==> config.mk <==
export PLATFORM = sky130hd
export DESIGN_NAME = io_timer_irq
export DESIGN_NICKNAME = d
export VERILOG_FILES = /design/src/rtl/io_timer_irq_pkg.sv /design/src/rtl/io_timer_chan.sv /design/src/rtl/io_timer_irq.sv
export SDC_FILE = /design/constraint.sdc
export NUM_CORES = 1
export LEC_CHECK = 0
export ABC_AREA = 1
export BUFFER_PORTS_ARGS = -buffer_cell sky130_fd_sc_hd__clkbuf_2
export CAP_MARGIN = 20
export CORE_MARGIN = 3
export CORE_UTILIZATION = 30
export CTS_CLUSTER_SIZE = 25
export DETAILED_ROUTE_END_ITERATION = 12
export PLACE_DENSITY = 0.53
export RECOVER_POWER = 100
export SYNTH_ARGS = -nofsm -noshare
export SYNTH_HDL_FRONTEND = slang
export SYNTH_HIERARCHICAL = 1
export SYNTH_SLANG_ARGS = --single-unit
==> constraint.sdc <==
create_clock -name CLK -period 2.8 [get_ports CLK]
set_input_delay 0.42 -clock CLK [delete_from_list [all_inputs] [get_ports CLK]]
set_output_delay 0.42 -clock CLK [all_outputs]
set_load 0.01 [all_outputs]
==> src/rtl/io_timer_irq_pkg.sv <==
// io_timer_irq_pkg: register map offsets, CTRL bit positions and shared helpers
package io_timer_irq_pkg;
  localparam logic [31:0] OFF_ID     = 32'h00;
  localparam logic [31:0] OFF_PEND   = 32'h04;
  localparam logic [31:0] OFF_MASK   = 32'h08;
  localparam logic [31:0] OFF_PRESC  = 32'h0C;
  localparam logic [31:0] OFF_USEC   = 32'h10;
  localparam logic [31:0] OFF_TMR    = 32'h20;
  localparam logic [31:0] TMR_STRIDE = 32'h10;
  localparam logic [31:0] TMR_RELOAD = 32'h0;
  localparam logic [31:0] TMR_COUNT  = 32'h4;
  localparam logic [31:0] TMR_CTRL   = 32'h8;
  localparam int CTRL_EN      = 0;
  localparam int CTRL_ONESHOT = 1;
  function automatic int nirq(input int n_tmr, input int n_ext);
    return n_tmr + n_ext;
  endfunction
  function automatic logic [31:0] be_merge(input logic [31:0] old, input logic [31:0] wd, input logic [3:0] be);
    for (int b = 0; b < 4; b++) old[8*b +: 8] = be[b] ? wd[8*b +: 8] : old[8*b +: 8];
    return old;
  endfunction
endpackage

==> src/rtl/io_timer_chan.sv <==
// io_timer_chan: one down-counting timer channel, periodic or one-shot
//  CLK/RESN clock and async active-low reset; tick prescaler strobe
//  reload_we/reload_wd RELOAD write (byte-merged); ctrl_we/ctrl_wd CTRL write {ONESHOT,EN}
//  reload/count/en/oneshot register readback; pend_set one-cycle PEND set strobe
module io_timer_chan
  import io_timer_irq_pkg::*;
(
  input  logic        CLK,
  input  logic        RESN,
  input  logic        tick,
  input  logic        reload_we,
  input  logic [31:0] reload_wd,
  input  logic        ctrl_we,
  input  logic [1:0]  ctrl_wd,
  output logic [31:0] reload,
  output logic [31:0] count,
  output logic        en,
  output logic        oneshot,
  output logic        pend_set
);
  logic [31:0] reload_q, reload_d, count_q, count_d;
  logic en_q, en_d, os_q, os_d;
  always_comb begin
    pend_set = tick & en_q & (count_q == 32'd0);
    reload_d = reload_we ? reload_wd : reload_q;
    // a RELOAD write overrides any tick in the same cycle
    count_d  = reload_we ? reload_wd :
               (tick & en_q) ? (count_q == 32'd0 ? reload_q : count_q - 32'd1) : count_q;
    en_d     = ctrl_we ? ctrl_wd[CTRL_EN] : (pend_set & os_q) ? 1'b0 : en_q;
    os_d     = ctrl_we ? ctrl_wd[CTRL_ONESHOT] : os_q;
  end
  always_ff @(posedge CLK or negedge RESN)
    if (!RESN) begin
      reload_q <= '0;
      count_q  <= '0;
      en_q     <= 1'b0;
      os_q     <= 1'b0;
    end else begin
      reload_q <= reload_d;
      count_q  <= count_d;
      en_q     <= en_d;
      os_q     <= os_d;
    end
  assign reload  = reload_q;
  assign count   = count_q;
  assign en      = en_q;
  assign oneshot = os_q;
endmodule

==> src/rtl/io_timer_irq.sv <==
// io_timer_irq: X-bus timer/interrupt controller with prescaled timers, external IRQs and usec counter
//  CLK/RESN clock and async active-low reset
//  XDREQ/XWR/XRD/XBE/XADDR/XATAI bus request, strobes, byte enables, address, write data
//  XATAO/XDACK registered read data and acknowledge
//  EIRQ async rising-edge external IRQs; XIRQ core IRQ line; IRQID lowest active source
module io_timer_irq
  import io_timer_irq_pkg::*;
#(
  parameter int NTMR  = 4,
  parameter int NEXT  = 4,
  parameter int CLKHZ = 100000000,
  parameter int RWAIT = 1,
  parameter int AW    = 8
) (
  input  logic                          CLK,
  input  logic                          RESN,
  input  logic                          XDREQ,
  input  logic                          XWR,
  input  logic                          XRD,
  input  logic [3:0]                    XBE,
  input  logic [31:0]                   XADDR,
  input  logic [31:0]                   XATAI,
  output logic [31:0]                   XATAO,
  output logic                          XDACK,
  input  logic [(NEXT>0?NEXT:1)-1:0]    EIRQ,
  output logic                          XIRQ,
  output logic [4:0]                    IRQID
);
  localparam int NIRQ      = nirq(NTMR, NEXT);
  localparam int NE        = NEXT > 0 ? NEXT : 1;
  localparam int PRESC_RST = CLKHZ / 1000 - 1;
  localparam int UDIV      = CLKHZ / 1000000 - 1;
  logic [NIRQ-1:0] pend_q, pend_d, mask_q, mask_d, irq_set, w1c;
  logic [31:0] presc_q, presc_d, pcnt_q, pcnt_d, usec_q, usec_d, udiv_q, udiv_d;
  logic [31:0] xatao_q, xatao_d, rdata, off;
  logic [1:0]  wcnt_q, wcnt_d;
  logic        rack_q, rack_d, xirq_q, xirq_d;
  logic [4:0]  irqid_q, irqid_d;
  logic [NE-1:0] sync1_q, sync1_d, sync2_q, sync2_d, sync3_q, sync3_d;
  logic        we, re, busy, tick;
  logic [NTMR-1:0] reload_we, ctrl_we, en_w, os_w, tmr_set;
  logic [31:0] reload_w [NTMR];
  logic [31:0] count_w [NTMR];
  logic [31:0] reload_wd [NTMR];
  logic [1:0]  ctrl_wd [NTMR];
  logic unused;
  assign unused = ^{XADDR[31:AW], XADDR[1:0]};
  always_comb begin
    off  = 32'({XADDR[AW-1:2], 2'b00});
    we   = XDREQ & XWR;
    busy = (wcnt_q != 2'd0) | rack_q;
    // a read already in its wait window is not restarted by a held XDREQ
    re   = XDREQ & XRD & ~XWR & ~busy;
    tick = pcnt_q == 32'd0;
  end
  always_comb begin
    rdata = '0;
    rdata = off == OFF_ID    ? {xirq_q, 2'b00, irqid_q, 8'(NEXT), 8'(NTMR), 8'(CLKHZ / 1000000)} : rdata;
    rdata = off == OFF_PEND  ? 32'(pend_q) : rdata;
    rdata = off == OFF_MASK  ? 32'(mask_q) : rdata;
    rdata = off == OFF_PRESC ? presc_q : rdata;
    rdata = off == OFF_USEC  ? usec_q : rdata;
    for (int n = 0; n < NTMR; n++) begin
      rdata = off == OFF_TMR + TMR_STRIDE * 32'(n) + TMR_RELOAD ? reload_w[n] : rdata;
      rdata = off == OFF_TMR + TMR_STRIDE * 32'(n) + TMR_COUNT  ? count_w[n] : rdata;
      rdata = off == OFF_TMR + TMR_STRIDE * 32'(n) + TMR_CTRL   ? {30'b0, os_w[n], en_w[n]} : rdata;
    end
  end
  always_comb begin
    irq_set = NIRQ'(tmr_set);
    for (int i = 0; i < NEXT; i++) irq_set[NTMR+i] = sync2_q[i] & ~sync3_q[i];
    w1c     = (we && off == OFF_PEND) ? NIRQ'(be_merge(32'b0, XATAI, XBE)) : '0;
    // clearing first, then OR-ing the sets, lets a same-cycle set win over W1C
    pend_d  = (pend_q & ~w1c) | irq_set;
    mask_d  = (we && off == OFF_MASK) ? NIRQ'(be_merge(32'(mask_q), XATAI, XBE)) : mask_q;
    presc_d = (we && off == OFF_PRESC) ? be_merge(presc_q, XATAI, XBE) : presc_q;
    pcnt_d  = (we && off == OFF_PRESC) ? presc_d : tick ? presc_q : pcnt_q - 32'd1;
    udiv_d  = udiv_q == 32'd0 ? 32'(UDIV) : udiv_q - 32'd1;
    usec_d  = udiv_q == 32'd0 ? usec_q + 32'd1 : usec_q;
    xatao_d = re ? rdata : xatao_q;
    wcnt_d  = re ? 2'(RWAIT) : wcnt_q != 2'd0 ? wcnt_q - 2'd1 : wcnt_q;
    rack_d  = wcnt_q == 2'd1;
    xirq_d  = |(pend_q & mask_q);
    irqid_d = '0;
    for (int i = NIRQ - 1; i >= 0; i--) irqid_d = (pend_q[i] & mask_q[i]) ? 5'(i) : irqid_d;
    sync1_d = EIRQ;
    sync2_d = sync1_q;
    sync3_d = sync2_q;
  end
  for (genvar i = 0; i < NTMR; i++) begin : g_tmr
    localparam logic [31:0] BASE = OFF_TMR + TMR_STRIDE * 32'(i);
    assign reload_we[i] = we && off == BASE + TMR_RELOAD;
    assign ctrl_we[i]   = we && off == BASE + TMR_CTRL;
    assign reload_wd[i] = be_merge(reload_w[i], XATAI, XBE);
    assign ctrl_wd[i]   = XBE[0] ? XATAI[1:0] : {os_w[i], en_w[i]};
    io_timer_chan u_chan (
      .CLK       (CLK),
      .RESN      (RESN),
      .tick      (tick),
      .reload_we (reload_we[i]),
      .reload_wd (reload_wd[i]),
      .ctrl_we   (ctrl_we[i]),
      .ctrl_wd   (ctrl_wd[i]),
      .reload    (reload_w[i]),
      .count     (count_w[i]),
      .en        (en_w[i]),
      .oneshot   (os_w[i]),
      .pend_set  (tmr_set[i])
    );
  end
  always_ff @(posedge CLK or negedge RESN)
    if (!RESN) begin
      pend_q  <= '0;
      mask_q  <= '0;
      presc_q <= 32'(PRESC_RST);
      pcnt_q  <= 32'(PRESC_RST);
      usec_q  <= '0;
      udiv_q  <= 32'(UDIV);
      xatao_q <= '0;
      wcnt_q  <= '0;
      rack_q  <= 1'b0;
      xirq_q  <= 1'b0;
      irqid_q <= '0;
      sync1_q <= '0;
      sync2_q <= '0;
      sync3_q <= '0;
    end else begin
      pend_q  <= pend_d;
      mask_q  <= mask_d;
      presc_q <= presc_d;
      pcnt_q  <= pcnt_d;
      usec_q  <= usec_d;
      udiv_q  <= udiv_d;
      xatao_q <= xatao_d;
      wcnt_q  <= wcnt_d;
      rack_q  <= rack_d;
      xirq_q  <= xirq_d;
      irqid_q <= irqid_d;
      sync1_q <= sync1_d;
      sync2_q <= sync2_d;
      sync3_q <= sync3_d;
    end
  // write acknowledge is combinational but forced low while reset is asserted
  assign XDACK = (XDREQ & XWR & RESN) | rack_q;
  assign XATAO = xatao_q;
  assign XIRQ  = xirq_q;
  assign IRQID = irqid_q;
endmodule

==> results of run 1 <==
==> kinds of logic after synthesis <==
family                     count (synthesis)  share of synthesized area (%)
and+or+nand+nor                         2447                          35.59
AOI/OAI and AO/OA                        719                          13.52
buffers and inverters                    675                          9.018
DFF                                      459                          38.08
xor gates and xnor gates                 103                          2.983
adders and majority gates                 14                         0.5792
muxes                                      6                         0.2234
other                                      1                        0.01240
==> cell type report <==
cell class,count,area share (%)
Multi-Input combinational cell,3291,46.12
Timing Repair Buffer,225,4.250
Clock inverter,25,1.233
Antenna cell,7,0.05090
Sequential cell,459,33.47
Clock buffer,77,4.556
Inverter,515,5.647
Tap cell,1287,4.679
==> worst min path at each step <==
stage,end,slack (ns),from
floorplan,IRQID[0]$_DFF_PN0_,0.12,RESN
global placement,g_tmr[0].u_chan/count[30]$_DFFE_PN0P_,0.33,RESN
detailed placement,g_tmr[0].u_chan/count[30]$_DFFE_PN0P_,0.33,RESN
CTS,mask_q[5]$_DFFE_PN0P_,0.03,XATAI[5]
global route,mask_q[5]$_DFFE_PN0P_,0.05,XATAI[5]
finish,mask_q[4]$_DFFE_PN0P_,0.07,XATAI[4]
==> registers in the layout, indices dropped and copies added, names as in the netlist <==
name	flops
XIRQ	1
presc_q	32
mask_q	8
g_tmr.u_chan/count	128
sync2_q	4
sync1_q	4
rack_q	1
IRQID	3
sync3_q	4
usec_q	32
g_tmr.u_chan/reload	128
pend_q	8
g_tmr.u_chan/en	4
udiv_q	32
pcnt_q	32
wcnt_q	2
XATAO	32
g_tmr.u_chan/oneshot	4
==> critical path, stage by stage <==
cell,delay (ns)
clkbuf_1,0.09
nor2_1,0.37
clkbuf_1,0.25
clkbuf_1,0.39
nand3_1,0.35
inv_2,0.17
buf_12,0.15
nand2_1,0.06
o211ai_1,0.10
o21ai_0,0.23
o2111ai_1,0.22
a21oi_1,0.11
clkbuf_4,0.18
nand3_1,0.07
nand2_1,0.05
nand2_1,0.06
==> cells in the final DEF, fill, tap and decap left out, types with 39 or more instances in the layout <==
master        n
inv_1       495
nand3_2      46
o21ai_0     423
clkbuf_16    54
nand2_1    1434
a21oi_1     148
buf_4        77
nand4_1      71
o21bai_1     42
nand3_1     197
dfrtp_1     435
clkbuf_2     56
nand2_2      39
nor2_2       51
xor2_1       75
nor2_1      477
clkbuf_1     78
==> metal layers <==
metal	track usage [%]	vias to the layer above	part of all wire (%)
met2	34.43	1176	43
met3	4.124	182	7.9
li1	-	14360	-
met1	33.37	14650	46
met4	6.989	6	3.2
met5	0	-	0.038
==> power groups by stage <==
| stage | clock network (uW) | registers (uW) | logic, uW |
|---|---|---|---|
| final | 8030 | 8470 | 5810 |
| after global placement | 0 | 8560 | 5710 |
| after floorplan | 0 | 8200 | 4000 |
| after global routing | 8430 | 8560 | 6480 |
| after detailed placement | 0 | 8560 | 5770 |
| after CTS | 8170 | 8450 | 5810 |
==> what timing repair did <==
item                                   in CTS  in global routing
gates resized for setup                     0                  1
hold buffers                                5                  0
endpoints found under the hold margin      22                  0
setup endpoints to repair                   0                 23
buffers inserted                            0                  2
==> through the flow <==
stage	area, um2	hold slack (ns)	setup TNS, ns
final	34410	0.06784	0
after global routing	34400	0.05157	0
after CTS	34830	0.03341	0
after detailed placement	32790	0.3337	-0.02442
after global placement	32790	0.3338	0
after floorplan	30250	0.1244	0
==> impl_results.md, run 1 <==
- CP Launch Point: XADDR[6]
- Async SR Flop Fraction: 100.0%
- Synth area leader: dfrtp_1
- Synth cell count leaders: nand2_1 (1431), inv_1 (495), nor2_1 (476)
- FF+latch count, synth: 459
- First-pass GRT wire length: 180800 um
- Share of layout cells above drive strength 1: a little under an eighth
- Hold path depth: 2
- Status: finished with violations
- DRC viols: 0
- Row Count: 115
- Setup slack, reg-to-reg: 0.23 ns
- EDFF count, synth: 0
- Crit path launch type: primary input
- Worst Hold Class: in -> reg
- Congestion Overflow GR: 0
- Root buf cell: clkbuf_16
- Flop pwr share: 38.0%
- End of the critical path: XATAO[27]$_DFFE_PN0P_
- P_int: 14120 uW
- CTS tree: done
- Final period utilization: 97.02%
- Total GRT Usage: 22.92%
- Clk_skew: about 0.019 ns
- Fillers: 10740
- Violated checks: capacitance limit, slew limit
- Routed wire length: 122000 um
- Num CTS Buffers: 54
- CTS sink cnt: 459
- CP max FO: 16
- Post-DRT Antenna Nets: 0
- DR vias: 30370
- Synth area leaders: dfrtp_1 (36%), nand2_1 (18%), o21ai_0 (6.8%), inv_1 (6.1%), nor2_1 (5.9%)
- Rel. slew slack: -19.90%
- Area of the core: 99140 um2
- Ports: 116
- Multi-input logic area: 15870 um2
- Arrival time at the worst endpoint: 3.29 ns
- Post-Syn Area: 30250 um2
- Clock Latency Late Sink: about 0.65 ns
- Syn avg cell area: 6.837 um2
- R2r endpoint: g_tmr[3].u_chan/count[23]$_DFFE_PN0P_
- Pre-CTS setup slack: -0.02442 ns
- DRT iter0 DRCs: 3093
- Share of power burned in the clock network: 36.0%
- FF-to-FF path depth: 14
- Top-area cell type share of the netlist area: 35.99%
- Least-Margin Pin Slew: 1.798 ns
- Cell Count Post-Placement: about 5800
- Initial antenna violation count: 14
- Htree depth: 2
- Core Util, Final: a little over a third
- WL per Instance: 20.72 um
- PwrDens: about 650 nW/um2
- Final Slew Violations: 446
- Max VDD drop: 0.4671 mV
- Most common flop cell mapped by yosys: dfrtp_1
- WP data required: 3.38 ns
- Vias in the first global route: 27700
- # setup viols final: 0
- PortBufs: 87
- Die Area: 104700 um2
- Endpoint class of the critical path: flip-flop
- NetSw: 8193 uW
- Max Buffers Root-to-Sink: 3
- Top-count cell post-synth: nand2_1
- Post-Synthesis Cells: between 4000 and 5000
- Die Y: roughly 320 um
- Post-route setup slack: 0.08332 ns
- MaxCap Viol Count: 5
- Area grow syn2layout: 13.78%
- Largest net degree at the start of global routing: 116
- Layout Cells excl Fill: 5886
- Via/cell ratio: between 5 and 6
- Minimum clock period: 2.717 ns
- Fmax: roughly 370 MHz
- Detailed placement HPWL: roughly 90000 um
- FF+latch area: 11520 um2
- CTS clock-pin slew for the worst setup and hold paths: 0.06 ns
- Initial Util: 30.51%
- Netlist cell types: 50
- Sw Ratio: 36.72%
- Count of final hold-check violations: 0
- Logic gate share of total power: 26.0%
- Critical path class: in -> reg
- Die width: between 300 and 400 um
- Post-synthesis sequential area ratio: a little under two fifths
- TritonRoute pass-1 iters: 5
- R2r startpoint: pcnt_q[23]$_DFF_PN0_
- RSZ-0062 raised after global routing: no
- Lkg Pwr: 0.01731 uW
- GPL Wtd Cong: 0.9462
- Total power: ~22000 uW
- Nets@finish: 4637
- YS warnings: 6
(Power assumes the default switching activity.)
==> inputs of run 2 (changes only) <==
--- a/config.mk
+++ b/config.mk
@@ -10,6 +10,7 @@
 export CAP_MARGIN = 20
 export CORE_MARGIN = 3
 export CORE_UTILIZATION = 30
+export CTS_BUF_LIST = sky130_fd_sc_hd__clkbuf_2 sky130_fd_sc_hd__clkbuf_4 sky130_fd_sc_hd__clkbuf_8
 export CTS_CLUSTER_SIZE = 25
 export DETAILED_ROUTE_END_ITERATION = 12
 export PLACE_DENSITY = 0.53
==> run 2 against run 1 <==
Largest power group unchanged. Critical path type unchanged. Critical endpoint unchanged. Via count increased by 0.48%. Cell area decreased by 0.16%. The flow still finishes with violations (capacitance limit, slew limit). Largest cell class unchanged. Combinational power about the same.
==> impl_results.md, run 2 (synthesis gave the netlist of run 1 again) <==
- Ports: 116 (unchanged)
- Nets@finish: 4678 (+0.88%)
- Status: finished with violations
- Max Buffers Root-to-Sink: 3 (unchanged)
- R2r endpoint: XATAO[17]$_DFFE_PN0P_
- Via/cell ratio: 5.131 (-0.55%)
- Vias in the first global route: 27950 (+0.90%)
- Minimum clock period: 2.669 ns (-0.04815 ns)
- Area grow syn2layout: 13.59%
- Routed wire length: 122600 um (+0.46%)
- Die width: 323.5 um (unchanged)
- GPL Wtd Cong: 0.9462 (unchanged)
- Congestion Overflow GR: 0 (unchanged)
- Total power: 21350 uW (-4.3%)
- First-pass GRT wire length: 181200 um (+0.23%)
- Least-Margin Pin Slew: 2.007 ns (+0.2089 ns)
- Htree depth: 3 (+1)
- Total GRT Usage: 23.06% (+0.14 points)
- DRC viols: 0 (unchanged)
- Violated checks: capacitance limit, slew limit
- FF-to-FF path depth: 8 (-6)
- Final Slew Violations: 446 (unchanged)
- Initial antenna violation count: 15 (+1)
- Crit path launch type: primary input
- Die Y: 323.5 um (unchanged)
- Post-route setup slack: 0.1315 ns (+0.04815 ns)
- Setup slack, reg-to-reg: 0.20 ns (-0.03 ns)
- Largest net degree at the start of global routing: 116 (unchanged)
- DRT iter0 DRCs: 3221 (+4.1%)
- Max VDD drop: 0.3044 mV (-35%)
- CTS clock-pin slew for the worst setup and hold paths: 0.06 ns (about the same)
- WL per Instance: 20.61 um (-0.57%)
- Rel. slew slack: -33.82% (-14 points)
- Root buf cell: clkbuf_8
- Clock Latency Late Sink: 0.73 ns (+0.08 ns)
- Fmax: 374.7 MHz (+1.8%)
- Arrival time at the worst endpoint: 3.32 ns (+0.03 ns)
- WP data required: 3.45 ns (+0.07 ns)
- Endpoint class of the critical path: flip-flop
- Commonest non-fill, non-tap cell in the layout: nand2_1
- Most frequent cells in the layout: nand2_1 (1433), inv_1 (495), nor2_1 (477)
- Critical path class: in -> reg
- TNS Setup: 0 ns (unchanged)
- Worst Hold Class: in -> async
- PortBufs: 87 (unchanged)
- CP max FO: 16 (unchanged)
- Detailed placement HPWL: 90070 um (unchanged)
- Pre-CTS setup slack: -0.02442 ns (unchanged)
- Clk_skew: 0.06169 ns (+0.04265 ns)
- Post-DRT Antenna Nets: 0 (unchanged)
- Row Count: 115 (unchanged)
- # setup viols final: 0 (unchanged)
- Die Area: 104700 um2 (unchanged)
- R2r startpoint: wcnt_q[0]$_DFFE_PN0P_
- PwrDens: 621.6 nW/um2 (-4.1%)
- TritonRoute pass-1 iters: 5 (unchanged)
- Area of the core: 99140 um2 (unchanged)
- Count of final hold-check violations: 0 (unchanged)
- CTS sink cnt: 459 (unchanged)
- RSZ-0062 raised after global routing: no
- DR vias: 30510 (+0.48%)
- Initial Util: 30.51% (unchanged)
- Hold WS: 0.1545 ns (+0.08664 ns)
- Final period utilization: 95.30% (-1.7 points)
- Share of layout cells above drive strength 1: 12.65% (+1.3 points)
- CTS tree: done
- Lkg Pwr: 0.01734 uW (+0.21%)
- Num CTS Buffers: 86 (+59%)
- MaxCap Viol Count: 5 (unchanged)
[run 2: changes by cell type in the layout (fill, tap and decap cells not counted), moves of 2 or more]
cell	delta
buf_4	+11
bufinv_16	-10
clkbuf_1	-21
clkbuf_16	-54
clkbuf_4	+27
clkbuf_8	+96
diode_2	+5
dlygate4sd3_1	+9
inv_16	-2
inv_6	+3
[run 2: how the worst max path moves through the flow]
| stage | cells past startpoint | to | slack (ns) | start |
|---|---|---|---|---|
| 2_1_floorplan | 13 | g_tmr[1].u_chan/count[15]$_DFFE_PN0P_ | 0.46 | pcnt_q[12]$_DFF_PN0_ |
| 3_3_place_gp | 13 | XATAO[27]$_DFFE_PN0P_ | 0.01 | XADDR[6] |
| 3_5_place_dp | 13 | XATAO[27]$_DFFE_PN0P_ | -0.02 | XADDR[6] |
| 4_1_cts | 14 | g_tmr[3].u_chan/count[23]$_DFFE_PN0P_ | 0.17 | pcnt_q[10]$_DFF_PN1_ |
| 5_1_grt | 8 | XATAO[20]$_DFFE_PN0P_ | 0.007 | wcnt_q[0]$_DFFE_PN0P_ |
| 6_report | 16 | XATAO[27]$_DFFE_PN0P_ | 0.13 | XADDR[6] |
[run 2: stage by stage]
stage	instances	util, %	instance area (um2)
2_1_floorplan	4425	-	30250
3_3_place_gp	5770	33.08	32790
3_5_place_dp	5770	33.08	32790
4_1_cts	5933	35.03	34720
5_1_grt	5937	34.63	34330
6_report	5947	34.65	34360
[run 2: layout make-up]
type                    instances  area, um2
flip-flops and latches        459      11520
fillers                     10780      64780
repair buffers                234       1588
well taps                    1287       1610
clock inverters                14      97.59
clock buffers                 135       1695
diodes                         12      30.03
multi-input cells            3291      15880
inverters                     515       1943
[run 2: what timing repair did]
item	CTS	global route
hold buffers	14	0
endpoints found under the setup margin	0	22
gates resized for setup	0	1
setup buffers	0	2
endpoints found under the hold margin	200	0
[run 2: metal layers]
layer | wire (um) | global-route usage (%)
met1 | 55840 | 32.90
met2 | 52260 | 34.20
met3 | 10420 | 4.810
met4 | 4025 | 8.619
met5 | 0 | 0
[run 2: power by group]
group	switching [uW]	internal, uW
clock network	3220	3840
logic	3970	1850
registers	1030	7450
[run 2: critical path, stage by stage]
cell,delay (ns)
clkbuf_1,0.09
nor2_1,0.37
clkbuf_1,0.25
clkbuf_1,0.38
nand3_1,0.34
inv_2,0.17
buf_12,0.15
nand2_1,0.06
o211ai_1,0.10
o21ai_0,0.25
o2111ai_1,0.24
a21oi_1,0.11
buf_4,0.17
nand3_1,0.06
nand2_1,0.05
nand2_1,0.09
